[src/rtl/uart_pkg.sv]
//------------------------------------------------------------------------------
// uart_pkg
// Definitions shared by the UART transmitter and receiver: the frame FSM state
// encoding, the default bit period and the data width.
// Ports: none (package).
//------------------------------------------------------------------------------
package uart_pkg;

  // Number of data bits in every frame.
  localparam int DATA_WIDTH = 8;

  // Default bit period in system clocks; both link ends must agree on it.
  localparam int CLKS_PER_BIT_DEFAULT = 32;

  // Frame sequencer states, in the order they appear on the line.
  typedef enum logic [2:0] {
    IDLE,
    START,
    DATA,
    PARITY,
    STOP
  } uart_state_e;

  // Parity over one data byte; odd = 1 inverts the even-parity result.
  function automatic logic parity_bit(input logic [DATA_WIDTH-1:0] data,
                                      input logic odd);
    return (^data) ^ odd;
  endfunction

endpackage

[src/rtl/uart_tx_fifo.sv]
//------------------------------------------------------------------------------
// uart_tx_fifo
// Small synchronous byte FIFO that buffers bytes between the valid/ready
// input handshake and the transmit sequencer.
// Ports:
//   clk    in   system clock
//   rst    in   asynchronous active-high reset, empties the FIFO
//   push   in   write din this edge (ignored while full)
//   pop    in   drop the head entry this edge (ignored while empty)
//   din    in   byte to write
//   dout   out  current head entry (valid while !empty)
//   full   out  DEPTH entries stored
//   empty  out  no entries stored
//   count  out  number of stored entries, 0..DEPTH
//------------------------------------------------------------------------------
module uart_tx_fifo
  import uart_pkg::*;
#(
  parameter int DEPTH = 4
) (
  input  logic                    clk,
  input  logic                    rst,
  input  logic                    push,
  input  logic                    pop,
  input  logic [DATA_WIDTH-1:0]   din,
  output logic [DATA_WIDTH-1:0]   dout,
  output logic                    full,
  output logic                    empty,
  output logic [$clog2(DEPTH):0]  count
);

  localparam int AW = $clog2(DEPTH);
  localparam int CW = AW + 1;
  localparam logic [CW-1:0] DEPTH_C = CW'(DEPTH);

  logic [DATA_WIDTH-1:0] mem_q [DEPTH];
  logic [AW-1:0]         wr_ptr_q;
  logic [AW-1:0]         rd_ptr_q;
  logic [CW-1:0]         count_q;
  logic                  do_push;
  logic                  do_pop;

  assign full    = (count_q == DEPTH_C);
  assign empty   = (count_q == '0);
  assign count   = count_q;
  assign dout    = mem_q[rd_ptr_q];
  assign do_push = push && !full;
  assign do_pop  = pop && !empty;

  // Storage carries no reset; the pointers and count define what is valid.
  always_ff @(posedge clk) begin
    if (do_push) begin
      mem_q[wr_ptr_q] <= din;
    end
  end

  // DEPTH is a power of two, so the pointers wrap by natural overflow.
  // A simultaneous push and pop leaves the count unchanged.
  always_ff @(posedge clk or posedge rst) begin
    if (rst) begin
      wr_ptr_q <= '0;
      rd_ptr_q <= '0;
      count_q  <= '0;
    end else begin
      if (do_push) begin
        wr_ptr_q <= wr_ptr_q + AW'(1);
      end
      if (do_pop) begin
        rd_ptr_q <= rd_ptr_q + AW'(1);
      end
      case ({do_push, do_pop})
        2'b10:   count_q <= count_q + CW'(1);
        2'b01:   count_q <= count_q - CW'(1);
        default: count_q <= count_q;
      endcase
    end
  end

endmodule

[src/rtl/uart_tx.sv]
//------------------------------------------------------------------------------
// uart_tx
// UART transmitter. Bytes arrive over a valid/ready handshake into a FIFO and
// are sent as: start bit, 8 data bits LSB first, optional parity, stop bit(s).
// Ports:
//   clk         in   system clock
//   rst         in   asynchronous active-high reset; abandons any frame
//   tx_data     in   byte to transmit
//   tx_valid    in   tx_data valid; accepted when tx_valid && tx_ready
//   tx_ready    out  FIFO not full
//   Tx          out  serial line, idles high, registered
//   tx_busy     out  frame in progress or bytes waiting
//   fifo_count  out  bytes waiting in the FIFO (excludes the byte on the line)
//------------------------------------------------------------------------------
module uart_tx
  import uart_pkg::*;
#(
  parameter int CLKS_PER_BIT = CLKS_PER_BIT_DEFAULT,
  parameter int PARITY_EN    = 1,
  parameter int PARITY_ODD   = 0,
  parameter int STOP_BITS    = 1,
  parameter int FIFO_DEPTH   = 4
) (
  input  logic                         clk,
  input  logic                         rst,
  input  logic [DATA_WIDTH-1:0]        tx_data,
  input  logic                         tx_valid,
  output logic                         tx_ready,
  output logic                         Tx,
  output logic                         tx_busy,
  output logic [$clog2(FIFO_DEPTH):0]  fifo_count
);

  localparam int BAUD_W = (CLKS_PER_BIT > 1) ? $clog2(CLKS_PER_BIT) : 1;
  localparam logic [BAUD_W-1:0] BAUD_LAST = BAUD_W'(CLKS_PER_BIT - 1);
  localparam logic [2:0] DATA_LAST = 3'(DATA_WIDTH - 1);
  localparam logic [2:0] STOP_LAST = 3'(STOP_BITS - 1);
  localparam logic       ODD_SEL   = (PARITY_ODD != 0);

  uart_state_e           state_q;
  logic [BAUD_W-1:0]     baud_q;
  logic [2:0]            bit_q;
  logic [DATA_WIDTH-1:0] shift_q;
  logic                  parity_q;
  logic                  tx_q;
  logic                  tx_d;

  logic                  fifo_push;
  logic                  fifo_pop;
  logic [DATA_WIDTH-1:0] fifo_dout;
  logic                  fifo_full;
  logic                  fifo_empty;
  logic                  baud_end;
  logic                  stop_done;

  uart_tx_fifo #(
    .DEPTH (FIFO_DEPTH)
  ) u_fifo (
    .clk   (clk),
    .rst   (rst),
    .push  (fifo_push),
    .pop   (fifo_pop),
    .din   (tx_data),
    .dout  (fifo_dout),
    .full  (fifo_full),
    .empty (fifo_empty),
    .count (fifo_count)
  );

  assign tx_ready  = !fifo_full;
  assign fifo_push = tx_valid && !fifo_full;
  assign baud_end  = (baud_q == BAUD_LAST);
  assign stop_done = (state_q == STOP) && baud_end && (bit_q == STOP_LAST);
  // Popping at the last stop-bit clock lets the next start bit follow with no gap.
  assign fifo_pop  = !fifo_empty && ((state_q == IDLE) || stop_done);

  // Line level for the current state; registered below, so Tx trails the
  // state by one clock uniformly and every bit keeps its full length.
  always_comb begin
    tx_d = 1'b1;
    case (state_q)
      IDLE:    tx_d = 1'b1;
      START:   tx_d = 1'b0;
      DATA:    tx_d = shift_q[0];
      PARITY:  tx_d = parity_q;
      STOP:    tx_d = 1'b1;
      default: tx_d = 1'b1;
    endcase
  end

  // Frame sequencer. The baud counter restarts at every bit boundary; bit_q
  // counts data bits in DATA and stop bits in STOP.
  always_ff @(posedge clk or posedge rst) begin
    if (rst) begin
      state_q  <= IDLE;
      baud_q   <= '0;
      bit_q    <= '0;
      shift_q  <= '0;
      parity_q <= 1'b0;
      tx_q     <= 1'b1;
    end else begin
      tx_q <= tx_d;
      if (fifo_pop) begin
        shift_q  <= fifo_dout;
        parity_q <= parity_bit(fifo_dout, ODD_SEL);
      end
      case (state_q)
        IDLE: begin
          baud_q <= '0;
          bit_q  <= '0;
          if (fifo_pop) begin
            state_q <= START;
          end
        end
        START: begin
          if (baud_end) begin
            baud_q  <= '0;
            bit_q   <= '0;
            state_q <= DATA;
          end else begin
            baud_q <= baud_q + BAUD_W'(1);
          end
        end
        DATA: begin
          if (baud_end) begin
            baud_q  <= '0;
            shift_q <= shift_q >> 1;
            if (bit_q == DATA_LAST) begin
              bit_q   <= '0;
              state_q <= (PARITY_EN != 0) ? PARITY : STOP;
            end else begin
              bit_q <= bit_q + 3'd1;
            end
          end else begin
            baud_q <= baud_q + BAUD_W'(1);
          end
        end
        PARITY: begin
          if (baud_end) begin
            baud_q  <= '0;
            bit_q   <= '0;
            state_q <= STOP;
          end else begin
            baud_q <= baud_q + BAUD_W'(1);
          end
        end
        STOP: begin
          if (baud_end) begin
            baud_q <= '0;
            if (bit_q == STOP_LAST) begin
              bit_q   <= '0;
              state_q <= fifo_pop ? START : IDLE;
            end else begin
              bit_q <= bit_q + 3'd1;
            end
          end else begin
            baud_q <= baud_q + BAUD_W'(1);
          end
        end
        default: begin
          state_q <= IDLE;
          baud_q  <= '0;
          bit_q   <= '0;
        end
      endcase
    end
  end

  assign Tx      = tx_q;
  assign tx_busy = (state_q != IDLE) || (fifo_count != '0);

endmodule

[config.mk]
export PLATFORM = sky130hd
export DESIGN_NAME = uart_tx
export DESIGN_NICKNAME = d
export VERILOG_FILES = /design/src/rtl/uart_pkg.sv /design/src/rtl/uart_tx_fifo.sv /design/src/rtl/uart_tx.sv
export SDC_FILE = /design/constraint.sdc
export NUM_CORES = 1
export LEC_CHECK = 0
export BUFFER_PORTS_ARGS = -buffer_cell sky130_fd_sc_hd__buf_2
export CAP_MARGIN = 5
export CORE_UTILIZATION = 30
export CTS_BUF_LIST = sky130_fd_sc_hd__clkbuf_8
export CTS_CLUSTER_DIAMETER = 150
export DETAILED_ROUTE_END_ITERATION = 10
export PLACE_DENSITY = 0.52
export SKIP_LAST_GASP = 1
export SLEW_MARGIN = 30
export SYNTH_ARGS = -nofsm -noshare
export SYNTH_HDL_FRONTEND = slang
export SYNTH_SLANG_ARGS = --single-unit
[constraint.sdc]
create_clock -name clk -period 2.85 [get_ports clk]
set_clock_uncertainty 0.1 [all_clocks]
set_input_delay 0.4275 -clock clk [delete_from_list [all_inputs] [get_ports clk]]
set_output_delay 0.4275 -clock clk [all_outputs]
set_load 0.005 [all_outputs]
==> reports/qor.yml, run 1 <==
worst_setup_path:
  setup.worst_path.end_class: "register"
  reg2reg_from: "baud_q[0]"
  worst_ep_required_time_ns: 2.96
  r2r_cells: 10
  cp.buffers_inverters: 0
  timing.critical_path.mode_cell: "ha_1"
  r2r_setup_slack_ns: 0.32
  cp-start-kind: "register"
  worst_r2r_endpoint: "u_fifo.count[2]"
  cp_slowest_stage_delay_ns: 0.40
  timing_worst_setup_path_type: "reg2reg"
  cp_cell_sequence: "ha_1 > and3_1 > ha_1 > a21oi_1 > nor4_4 > ha_1 > fa_1 > xnor2_1 > nor2_1 > xor2_1"
  critPathSlowestCell: "dfrtp_1"
  crit_fanout: 3
  cp.arrival_ns: 2.65
  critPathTopFamily: "adder cells"
  crit_start: "baud_q[0]"
timing:
  timing_worst_slew_pin_value_ns: 0.5759
  final-hold-violation-count: 0
  report.final.slew_viol_count: 0
  fin_ws_ns: 0.3163
  post-route-min-period_ns: 2.534
  worst_slew_margin_rel_pct: 61.61
  setup-tns-final_ns: 0
  rsz0062_at_grt: "no"
  fmax_mhz: 394.7
  setup_viol: 0
  fin_crit_sh_pct: 88.90
clock_tree:
  holdBufCountCts: 0
  ctsResizeCount: 0
  clkSinkCount: 60
  ctsHtreeMaxLevel: 3
  path_clk_slew_ns: 0.07
  cts_tree: "yes"
  cts_setup_buffers: 0
  clkLatencyLatePin_ns: 0.33
  cts_root_buf: "clkbuf_8"
  cts_buffers: 9
  max-clock-path-buffers: 2
placement:
  dp_hpwl_mm: 2.946
  pre_cts_ws_ns: 0.3136
  placement.io_buffers: 16
  gp_congestion: 0.6867
drt:
  postRouteAntennaNets: 0
  drc: 0
  dr.pass1.iters: 4
  avgRoutedWirePerCell_um: 13.26
  num_vias: 1457
  vias_per_cell: 4.511
  drt_iter0_drc: 65
  drt_wl_total_mm: 4.283
floorplan:
  rows: 34
  ioPinCount: 17
  die_h_um: 96.52
  die_w_um: 96.52
  start_util_pct: 30.88
  core_area_um2: 8678
  die_area_um2: 9315
job:
  drv_cap: 0
grt:
  grt_usage_pct: 11.14
  grt_max_degree: 29
  grt_pass1_vias: 1562
  overflow: 0
  antenna_found_initial: 0
  grt_pass1_wl_mm: 7.493
layout:
  syn_to_final_growth_pct: 13.87
  layout.nets: 232
  drive_above_1_share_pct: 21.86
  final_util_pct: 35.16
  num_antenna_cells: 0
synthesis:
  synth.net_count: 208
  yosysMostFrequentCell: "edfxtp_1"
  synth_cells: 186
  ys_seq_area_share_pct: 62.04
  ys_top_cells_by_count: "edfxtp_1 (32), dfrtp_1 (27), xnor2_1 (13), nand2_1 (11)"
  ys.flop_type: "edfxtp_1"
  postSynthAreaPerCell_um2: 14.41
  synth_area_um2: 2680
  synth_top_area_share_pct: 35.85
  synth-edff-count: 32
  ys_types: 34
  yosys_warnings: 0
  synth_area_leaders: "edfxtp_1 (36%), dfrtp_1 (25%), mux4_2 (6.7%)"
  synth-seq-cells: 60
  yosys.area.top_type: "edfxtp_1"
  synth_async_sr_flop_share_pct: 46.67
pwr:
  p_int_mw: 2.076
  combPwrFrac_pct: 35.0
  power.share.sequential_pct: 44.4
  vdd_ir_drop_max_mv: 0.4210
  p_leak_nw: 1.192
  power_density_nw_per_um2: 1018
  p_sw_mw: 1.029
  clkPwrFrac_pct: 20.6
  swShare_pct: 33.14
outcome:
  status: "finished, final reports clean"
worst_hold_path:
  hp-class: "in2async"
sequential cells by signal, summed over array words and instances (netlist names):
name,cells
bit_q,3
u_fifo.rd_ptr_q,2
state_q,3
baud_q,5
shift_q,8
u_fifo.wr_ptr_q,2
u_fifo.count,3
Tx,1
parity_q,1
u_fifo.mem_q,32
routing by layer:
| metal | track usage [%] | vias up | part of all wire, % |
|---|---|---|---|
| met5 | 0 | - | 0 |
| met4 | 4.412 | 0 | 1.1 |
| met3 | 4.304 | 4 | 3.2 |
| met2 | 18.19 | 19 | 48 |
| met1 | 13.19 | 719 | 47 |
| li1 | - | 715 | - |
worst register-to-register path: stages (launching register included):
cell     delay (ns)
dfrtp_1        0.40
ha_1           0.22
and3_1         0.19
ha_1           0.20
a21oi_1        0.23
nor4_4         0.08
ha_1           0.25
fa_1           0.38
xnor2_1        0.17
nor2_1         0.07
xor2_1         0.13
worst max-delay path by stage:
stage / slack [ns] / endpoint / cells after the start
global placement: 0.35 / u_fifo.count[2] / 10
global route: 0.19 / u_fifo.count[2] / 10
CTS: 0.29 / u_fifo.count[2] / 10
finish: 0.32 / u_fifo.count[2] / 10
detailed placement: 0.31 / u_fifo.count[2] / 10
floorplan: 0.14 / u_fifo.count[1] / 9
logic make-up (layout without fill, tap and decap cells):
group                    Yosys count  in the layout  synth area share (%)
XOR/XNOR                          17             17                 5.555
AND/OR/NAND/NOR                   44             44                 8.637
adder cells (fa/ha/maj)           11             11                 5.416
flip-flops                        60             60                 62.05
AO/OA/AOI/OAI                     20             20                 4.669
multiplexers                      19             19                 10.97
buffers and inverters             15             44                 2.707
cell type report:
class,count,area [um2]
Clock inverter,7,45.04
Inverter,8,30.03
Tap cell,108,135.1
Timing Repair Buffer,20,110.1
Clock buffer,9,123.9
Sequential cell,60,1663
Multi-Input combinational cell,111,944.7
Fill cell,870,5627
power groups by stage:
stage	combinational, mW	sequential, mW	clock (mW)
2_1_floorplan	0.981	1.29	0
3_3_place_gp	1.09	1.40	0
3_5_place_dp	1.11	1.40	0
4_1_cts	1.11	1.39	0.670
5_1_grt	1.23	1.42	0.704
6_report	1.09	1.38	0.641
layout by cell type (no fill, tap or decap), types with 3 or more instances in the layout:
cell,netlist,layout
dfrtp_1,27,27
mux2_2,3,3
edfxtp_1,32,32
nand3_1,4,4
clkbuf_8,0,9
and2_1,3,3
and3_1,5,5
nand2_1,11,11
xor2_1,4,4
nor2_1,10,10
nand2b_1,5,5
xnor2_1,13,13
nor2b_1,4,4
a21oi_1,3,3
o21ai_0,9,9
inv_1,8,9
mux2i_1,8,8
buf_2,3,16
buf_4,1,4
mux4_2,8,8
ha_1,10,10
through the flow:
step                      instance area [um2]  std cells  total power, mW  hold WS [ns]
after CTS                                3052        323            3.172       0.05709
after global routing                     3052        323            3.353       0.08546
after floorplan                          2680        186            2.274        0.3329
final                                    3052        323            3.106       0.05911
after global placement                   2883        307            2.494        0.3450
after detailed placement                 2883        307            2.509        0.3569
Power figures use the tool's default switching activity.
==> run 2, diff against run 1 <==
--- a/config.mk
+++ b/config.mk
@@ -8,7 +8,6 @@
 export BUFFER_PORTS_ARGS = -buffer_cell sky130_fd_sc_hd__buf_2
 export CAP_MARGIN = 5
 export CORE_UTILIZATION = 30
-export CTS_BUF_LIST = sky130_fd_sc_hd__clkbuf_8
 export CTS_CLUSTER_DIAMETER = 150
 export DETAILED_ROUTE_END_ITERATION = 10
 export PLACE_DENSITY = 0.52
==> run 2 against run 1 <==
  * Core utilization unchanged
  * Combinational power about the same
  * Hold slack unchanged
  * Critical path depth unchanged
  * Sequential power about the same
  * Count of clock-buffer cells in the layout increased by 1
  * Total power increased by 0.11%
==> reports/qor.yml, run 2 (synthesis gave the netlist of run 1 again) <==
outcome:
  status: "finished, final reports clean"
floorplan:
  ioPinCount: 17
  die_w_um: 96.52
  rows: 34
  die_h_um: 96.52
  core_area_um2: 8678
  die_area_um2: 9315
  start_util_pct: 30.88
clock_tree:
  cts_setup_buffers: 0
  ctsResizeCount: 0
  holdBufCountCts: 0
  cts_tree: "yes"
  cts_root_buf: "clkbuf_8"
  ctsHtreeMaxLevel: 3
  max-clock-path-buffers: 2
  cts_buffers: 9
  clkSinkCount: 60
  clkLatencyLatePin_ns: 0.33
  path_clk_slew_ns: 0.07
timing:
  setup_viol: 0
  timing_worst_slew_pin_value_ns: 0.5759
  worst_slew_margin_rel_pct: 61.61
  post-route-min-period_ns: 2.534
  report.final.slew_viol_count: 0
  fmax_mhz: 394.7
  final-hold-violation-count: 0
  fin_crit_sh_pct: 88.90
  setup-tns-final_ns: 0
  rsz0062_at_grt: "no"
grt:
  grt_pass1_wl_mm: 7.493
  grt_max_degree: 29
  grt_pass1_vias: 1562
  antenna_found_initial: 0
  grt_usage_pct: 11.14
  overflow: 0
drt:
  drt_wl_total_mm: 4.283
  avgRoutedWirePerCell_um: 13.26
  drt_iter0_drc: 63
  vias_per_cell: 4.511
  num_vias: 1457
  postRouteAntennaNets: 0
  dr.pass1.iters: 4
  drc: 0
worst_setup_path:
  timing.critical_path.mode_cell: "ha_1"
  setup.worst_path.end_class: "register"
  crit_fanout: 3
  r2r_setup_slack_ns: 0.32
  critPathSlowestCell: "dfrtp_1"
  r2r_cells: 10
  worst_ep_required_time_ns: 2.96
  cp_slowest_stage_delay_ns: 0.40
  reg2reg_from: "baud_q[0]"
  cp.arrival_ns: 2.65
  cp_cell_sequence: "ha_1 > and3_1 > ha_1 > a21oi_1 > nor4_4 > ha_1 > fa_1 > xnor2_1 > nor2_1 > xor2_1"
  timing_worst_setup_path_type: "reg2reg"
  worst_r2r_endpoint: "u_fifo.count[2]"
  cp.buffers_inverters: 0
  critPathTopFamily: "adder cells"
  cp-start-kind: "register"
placement:
  gp_congestion: 0.6867
  placed_cells: 307
  placement.io_buffers: 16
  dp_hpwl_mm: 2.946
layout:
  drive_above_1_share_pct: 21.86
  num_antenna_cells: 0
  final-seq-area_um2: 1663
  regMostFlops: "u_fifo.mem_q"
  layout.nets: 232
  multiInputGateArea_um2: 944.7
  layout_common_cells: "edfxtp_1 (32), dfrtp_1 (27), buf_2 (16)"
  layout_commonest_cell: "edfxtp_1"
  n_fill_cell: 870
  syn_to_final_growth_pct: 13.87
  reg_top3: "u_fifo.mem_q x32, shift_q x8, baud_q x5"
  largest_reg_flops: 32
  finalNonFillerCells: 323
pwr:
  swShare_pct: 33.10
  vdd_ir_drop_max_mv: 0.4211
  combPwrFrac_pct: 34.9
  power.share.sequential_pct: 44.3
  p_sw_mw: 1.029
  power_density_nw_per_um2: 1019
  clkPwrFrac_pct: 20.7
  p_int_mw: 2.080
  p_leak_nw: 1.188
job:
  drv_cap: 0
worst_hold_path:
  hp-class: "in2async"
==> run 2: power groups by stage <==
stage	Sequential (mW)	Clock [mW]	Combinational, mW
floorplan	1.29	0	0.981
global placement	1.40	0	1.09
detailed placement	1.40	0	1.11
CTS	1.39	0.673	1.11
global route	1.42	0.708	1.23
finish	1.38	0.644	1.09
==> run 2: cell type report <==
type | instances | share of cell area [%]
timing repair buffer | 20 | 3.608
tap | 108 | 4.428
multi-input combinational | 111 | 30.96
clock buffer | 10 | 4.182
inverter | 8 | 0.9840
clock inverter | 6 | 1.353
sequential | 60 | 54.49
==> run 2: how the worst max path moves through the flow <==
stage	startpoint	end	slack, ns	cells past startpoint
2_1_floorplan	baud_q[0]	u_fifo.count[1]	0.14	9
3_3_place_gp	baud_q[0]	u_fifo.count[2]	0.35	10
3_5_place_dp	baud_q[0]	u_fifo.count[2]	0.31	10
4_1_cts	baud_q[0]	u_fifo.count[2]	0.29	10
5_1_grt	baud_q[0]	u_fifo.count[2]	0.19	10
6_report	baud_q[0]	u_fifo.count[2]	0.32	10
==> run 2: stage by stage <==
stage | cell area [um2] | total power [mW] | utilization [%] | hold slack [ns] | setup slack (ns)
floorplan | 2680 | 2.274 | - | 0.3329 | 0.1377
global placement | 2883 | 2.494 | 33.22 | 0.3450 | 0.3502
detailed placement | 2883 | 2.509 | 33.22 | 0.3569 | 0.3136
CTS | 3052 | 3.174 | 35.16 | 0.05709 | 0.2938
global route | 3052 | 3.356 | 35.16 | 0.08599 | 0.1872
finish | 3052 | 3.109 | 35.16 | 0.05911 | 0.3163
==> run 2: metal layers <==
metal  vias to the layer above  GRT usage (%)  routed length (um)
li1                        715              -                   -
met1                       719          13.19                2031
met2                        19          18.19                2066
met3                         4          4.304                 138
met4                         0          4.412                  46
met5                         -              0                   0
==> run 2: tightest hold or removal path, delay by kind of cell <==
| family | cells | cell delay, ns |
|---|---|---|
| buf+inv | 3 | 0.47 |
